**config.mk**
```make
export PLATFORM = sky130hd
export DESIGN_NAME = serial_addsub_flat
export DESIGN_NICKNAME = d
export VERILOG_FILES = /design/src/rtl/serial_addsub_if.sv /design/src/rtl/serial_addsub.sv /design/src/flat_wrapper.sv
export SDC_FILE = /design/constraint.sdc
export NUM_CORES = 1
export LEC_CHECK = 0
export CAP_MARGIN = 5
export CORE_MARGIN = 2
export CORE_UTILIZATION = 53
export DETAILED_ROUTE_END_ITERATION = 16
export PLACE_DENSITY = 0.89
export SYNTH_ARGS = -nofsm -noshare
export SYNTH_HDL_FRONTEND = slang
export SYNTH_SLANG_ARGS = --single-unit
export TNS_END_PERCENT = 10
```
**constraint.sdc**
```tcl
create_clock -name clk -period 3.25 [get_ports clk]
set_input_delay 0.975 -clock clk [delete_from_list [all_inputs] [get_ports clk]]
set_output_delay 0.975 -clock clk [all_outputs]
set_load 0.02 [all_outputs]
```
**src/rtl/serial_addsub_if.sv**
```systemverilog
// Handshake and operand/result bundle for the serial adder/subtractor.
// The master drives a request and its operands. The slave returns busy/done and the result.
interface serial_addsub_if #(
    parameter int WIDTH = 8
);
    logic             start;
    logic             sub;
    logic             cin;
    logic [WIDTH-1:0] a;
    logic [WIDTH-1:0] b;
    logic             busy;
    logic             done;
    logic [WIDTH-1:0] s;
    logic             c;
    logic             ovf;

    modport master (
        output start, sub, cin, a, b,
        input  busy, done, s, c, ovf
    );

    modport slave (
        input  start, sub, cin, a, b,
        output busy, done, s, c, ovf
    );
endinterface

```
**src/rtl/serial_addsub.sv**
```systemverilog
// Multi-cycle adder/subtractor. Each clock processes one CHUNK-bit slice of the
// WIDTH-bit operands, starting with the LSB slice. The carry between slices is
// held in a register. Subtraction is done as a + ~b + 1. s/c/ovf only change on
// the completion edge, so a partial sum is never visible on s.
module serial_addsub #(
    parameter int WIDTH = 8,
    parameter int CHUNK = 1
) (
    input  logic           clk,
    input  logic           rst_n,
    serial_addsub_if.slave bus
);
    localparam int N  = WIDTH / CHUNK;
    localparam int CW = (N > 1) ? $clog2(N) : 1;

    // Stop elaboration if the parameters are illegal.
    generate
        if (WIDTH < 2 || (WIDTH % CHUNK) != 0) begin : g_bad_params
            $error("serial_addsub: WIDTH must be >= 2 and a multiple of CHUNK");
        end
    endgenerate

    typedef enum logic {IDLE, RUN} state_t;

    state_t           state_reg, state_next;
    logic [WIDTH-1:0] a_reg, b_reg, res_reg, res_next;
    logic [CW-1:0]    count_reg;
    logic             carry_reg;
    logic [WIDTH-1:0] s_reg;
    logic             c_reg, ovf_reg, done_reg;

    int               chunk_base;
    logic [CHUNK-1:0] a_chunk, b_chunk, sum_chunk;
    logic             chunk_cout, msb_cin;
    logic             last_chunk;

    assign chunk_base = int'(count_reg) * CHUNK;
    assign a_chunk    = a_reg[chunk_base +: CHUNK];
    assign b_chunk    = b_reg[chunk_base +: CHUNK];
    assign last_chunk = (count_reg == CW'(N - 1));

    // Ripple the carry through the current slice. Also keep the carry into its top bit for the overflow flag.
    always_comb begin
        logic carry;
        carry     = carry_reg;
        msb_cin   = 1'b0;
        sum_chunk = '0;
        for (int i = 0; i < CHUNK; i++) begin
            msb_cin      = carry;
            sum_chunk[i] = a_chunk[i] ^ b_chunk[i] ^ carry;
            carry        = (a_chunk[i] & b_chunk[i]) | (carry & (a_chunk[i] ^ b_chunk[i]));
        end
        chunk_cout = carry;
    end

    // Merge the current slice into the working result.
    always_comb begin
        res_next = res_reg;
        res_next[chunk_base +: CHUNK] = sum_chunk;
    end

    // State register.
    always_ff @(posedge clk or negedge rst_n) begin
        if (!rst_n) state_reg <= IDLE;
        else        state_reg <= state_next;
    end

    // Next-state logic: a start request is accepted in IDLE, and the FSM returns to IDLE after the last slice.
    always_comb begin
        state_next = state_reg;
        case (state_reg)
            IDLE:    if (bus.start) state_next = RUN;
            RUN:     if (last_chunk) state_next = IDLE;
            default: state_next = IDLE;
        endcase
    end

    // Output logic: busy covers the whole RUN phase.
    always_comb begin
        bus.busy = (state_reg == RUN);
    end

    // Datapath: latch the operands on start, step through the slices, and publish the result on the last slice.
    always_ff @(posedge clk or negedge rst_n) begin
        if (!rst_n) begin
            a_reg     <= '0;
            b_reg     <= '0;
            res_reg   <= '0;
            count_reg <= '0;
            carry_reg <= 1'b0;
            s_reg     <= '0;
            c_reg     <= 1'b0;
            ovf_reg   <= 1'b0;
            done_reg  <= 1'b0;
        end else begin
            done_reg <= 1'b0;
            if (state_reg == IDLE) begin
                if (bus.start) begin
                    a_reg     <= bus.a;
                    b_reg     <= bus.sub ? ~bus.b : bus.b;
                    carry_reg <= bus.sub ? 1'b1 : bus.cin;
                    count_reg <= '0;
                    res_reg   <= '0;
                end
            end else begin
                res_reg   <= res_next;
                carry_reg <= chunk_cout;
                count_reg <= count_reg + CW'(1);
                if (last_chunk) begin
                    s_reg    <= res_next;
                    c_reg    <= chunk_cout;
                    ovf_reg  <= msb_cin ^ chunk_cout;
                    done_reg <= 1'b1;
                end
            end
        end
    end

    assign bus.s    = s_reg;
    assign bus.c    = c_reg;
    assign bus.ovf  = ovf_reg;
    assign bus.done = done_reg;
endmodule

```
**src/flat_wrapper.sv**
```systemverilog
// flat-port wrapper written by rule: the top's interface ports become plain ports
module serial_addsub_flat 
#(
    parameter int WIDTH = 8,
    parameter int CHUNK = 1
)
  (clk, rst_n, bus_start, bus_sub, bus_cin, bus_a, bus_b, bus_busy, bus_done, bus_s, bus_c, bus_ovf);
  serial_addsub_if #(.WIDTH(WIDTH)) bus_i ();
  input  logic clk;
  input  logic rst_n;
  input wire logic [$bits(bus_i.start)-1:0] bus_start;
  input wire logic [$bits(bus_i.sub)-1:0] bus_sub;
  input wire logic [$bits(bus_i.cin)-1:0] bus_cin;
  input wire logic [$bits(bus_i.a)-1:0] bus_a;
  input wire logic [$bits(bus_i.b)-1:0] bus_b;
  output wire logic [$bits(bus_i.busy)-1:0] bus_busy;
  output wire logic [$bits(bus_i.done)-1:0] bus_done;
  output wire logic [$bits(bus_i.s)-1:0] bus_s;
  output wire logic [$bits(bus_i.c)-1:0] bus_c;
  output wire logic [$bits(bus_i.ovf)-1:0] bus_ovf;
  assign bus_i.start = bus_start;
  assign bus_i.sub = bus_sub;
  assign bus_i.cin = bus_cin;
  assign bus_i.a = bus_a;
  assign bus_i.b = bus_b;
  assign bus_busy = bus_i.busy;
  assign bus_done = bus_i.done;
  assign bus_s = bus_i.s;
  assign bus_c = bus_i.c;
  assign bus_ovf = bus_i.ovf;
  serial_addsub #(.WIDTH(WIDTH), .CHUNK(CHUNK)) u_core (.clk(clk), .rst_n(rst_n), .bus(bus_i));
endmodule
```
==> results.md <==
* Clk_lat worst skew at 0.30 ns
* Final hold vios at 0
* First-pass GRT wire length at about 7 mm
* Slowest CP cell: dfrtp_1
* Full die area at around 4400 µm²
* Gate Count Post-Synth at 195
* Finished Core Util at around 68%
* Footprint of the multi-input gates at 980 µm²
* Worst path arrival time at about 3 ns
* Overall power at 0.00271 W
* Worst Skew at 0.00540 ns
* Vias at 1540
* Fill count at just under 300
* Slowest cell delay on critical path at slightly below 0.7 ns
* Final nets at roughly 250
* RSZ-0062 raised after global routing: false
* Worst-path fanout max at 16
* Power Dens Cells at 1070 nW/µm²
* WL per Instance at between 10 and 15 µm
* Clock Path Buffers at 2
* Reg2reg setup slack at approximately 0.53 ns
* Pre-antenna DRT Iters at 4
* Post-CTS Setup Bufs at 0
* Hold Path End: u_core.bus.c
* Worst ir drop on vdd at between 0.4 and 0.5 mV
* Vias in the first global route at 1573
* Reg2Reg Depth at 7
* Synth Register Bits at 40
* Row cnt at 22
* Antenna viol nets, final at 0
* Ant. Diodes at 0
* Hold_sp: u_core.bus.c
* Worst-path clk slew at 0.08 ns
* DIE HEIGHT at about 66 µm
* Starting density of the core at between 50% and 60%
* Flip-flop and latch area at ~1000 µm²
* Final WL at between 3 and 4 mm
* Area contributors post-synth: dfrtp_1 (49%), nand2_1 (6.2%), mux2_2 (5.5%)
* Slew @ Worst Pin at a little under 0.9 ns
* Min Clock Period, post-route at between 2 and 3 ns
* Worst path bufs/invs at 0
* Area growth from synthesis to layout at 22.6%
* Total of max-cap violations at 0
* Area of the core at roughly 3700 µm²
* Worst EP required at between 3 and 4 ns
* # clock sinks at 40
* Cts repair resizes at 0
* Top_reg_cell synth: dfrtp_1
* # setup viols final at 0
* Root buffer cell: clkbuf_8
* Hold_buf cts at 0
* Die X at 66.4 µm
* DR vias/cell at between 5 and 6
* Delay-heaviest family, CP: flip-flops
* Synthesized area per cell at between 10 and 15 µm²
* Crit path cell chain: mux4_2, nand2_1, nand2_1, fa_1, and3b_1, nand2_1, o22ai_1
* Pins Over Slew Limit at 0
* Worst R2R End: u_core.res_reg[1]
* Hold path depth at 2
* Layout cells sized above 1 at around 13%
* Gr usage total at 21.7%
* Post-Layout Cell Count at roughly 270
* Hold Crit Class: reg -> reg
* Remaining global-route overflow at 0
* PortBufs at 32
* Number of synthesized flops with an enable pin at 0
* Async SR Flop Fraction at 100%
* Pleak at around 1.1 nW
* Crit start category: flip-flop
* Area fraction of the dominant cell type after synthesis at 48.6%
* Gpl congestion at slightly above 0.8
* DRC viols at 0
* Seq/Total Area, Yosys at between 40 and 50%
* Setup CP Type: reg -> reg
* Initial antenna violation count at 0
* Initial DRC Count at 75
* Setup TNS at 0 ns
* DP Cell Count at approximately 260
* Mapped cell area at 2060 µm²
* YS warnings at 0
* Critical Path Start: u_core.count_reg[0]
* I/O pins at 33
* Status: complete, no violations
* CTS tree: done
* Yosys cell types at between 40 and 50
* Cell repeated most along the worst path: nand2_1
* H-tree depth at 2
* Pin count of the biggest net entering global routing at a little over 40
* Dominant cell type by area after synthesis: dfrtp_1
* Slew HR at about 42%
* FMAX at ~370 MHz
* Crit path capture type: flip-flop
* CTS Buf Count at 5
* Reg2Reg Launch Point: u_core.count_reg[0]
* Synth Net Count at roughly 220
* Hpwl dp at 2.89 mm
* Fin crit share at 83.6%
-- tightest hold or removal path, delay by kind of cell, from the launching register on --
kind | cells | cell delay, ns
flip-flops | 1 | 0.35
AND/OR/NAND/NOR | 2 | 0.10
-- routing by layer --
metal  wire length [µm]  track usage (%)
met2               2010             35.8
met3                165             5.96
met1               1720             26.4
met4                 85             9.95
met5                  0                0
-- metrics by stage --
stage / area [µm²] / setup slack, ns / hold slack, ns
4_1_cts: 2530 / 0.533 / 0.482
6_report: 2530 / 0.534 / 0.479
3_3_place_gp: 2400 / 0.622 / 0.458
2_1_floorplan: 2060 / 0.704 / 0.445
5_1_grt: 2530 / 0.306 / 0.511
3_5_place_dp: 2400 / 0.530 / 0.462
-- synthesized netlist by cell type, drive strengths merged (2+ instances only) --
library cell  number
xnor2              9
inv                6
ha                 4
o21ai             15
nand2b             3
a32o               2
mux4               4
clkbuf             8
dfrtp             40
o311ai             2
nand3              6
o31ai              4
nor2               4
o211ai             3
mux2              10
or2                2
or3                2
nand4              4
and4bb             2
mux2i              3
nand2             34
o21bai             3
buf                5
o22ai              2
and3b              2
a31oi              2
-- power breakdown --
part	switching, W	internal [W]	leakage (nW)
sequential	0.000182	0.000719	0.500
clock	0.000170	0.000302	0.0642
combinational	0.000706	0.000629	0.513
-- final cells by class --
cell class | count | share of cell area (%)
clock buffer | 5 | 2.72
inverter | 7 | 1.04
multi-input combinational | 135 | 38.8
timing repair buffer | 34 | 13.1
tap | 48 | 2.38
clock inverter | 2 | 2.38
sequential | 40 | 39.6
-- logic make-up (layout without fill, tap and decap cells) --
family	after synthesis	count (layout)	synth area share, %
DFF	40	40	48.6
and+or+nand+nor	65	65	16.2
muxes	17	17	11.3
adders and majority gates	5	5	3.40
xor gates and xnor gates	9	9	3.83
buffers and inverters	20	48	3.89
AOI/OAI and AO/OA	39	39	12.8
-- cells in the final DEF, fill, tap and decap left out, types with 2 or more instances in the layout --
cell / count
buf_4: 2
a32o_1: 2
dfrtp_1: 40
and3b_1: 2
o22ai_1: 2
nand2_1: 34
nand3_1: 6
o21ai_0: 15
mux2_2: 10
or2_2: 2
o211ai_1: 3
nand4_1: 4
mux2i_1: 3
and4bb_2: 2
o311ai_0: 2
o31ai_1: 4
or3_1: 2
bufinv_16: 2
xnor2_1: 9
clkdlybuf4s50_1: 31
mux4_2: 4
inv_1: 6
nor2_1: 4
ha_1: 4
clkbuf_8: 5
a31oi_1: 2
nand2b_1: 3
o21bai_1: 3
-- worst max path at each step --
stage                   endpoint  slack (ns)  cells past startpoint
6_report       u_core.res_reg[1]        0.53                      7
5_1_grt        u_core.res_reg[1]        0.31                      7
4_1_cts        u_core.res_reg[1]        0.53                      7
3_5_place_dp   u_core.res_reg[1]        0.53                      7
3_3_place_gp     u_core.bus.s[7]        0.62                      6
2_1_floorplan    u_core.bus.s[7]        0.70                      8
Power figures use the tool's default switching activity.
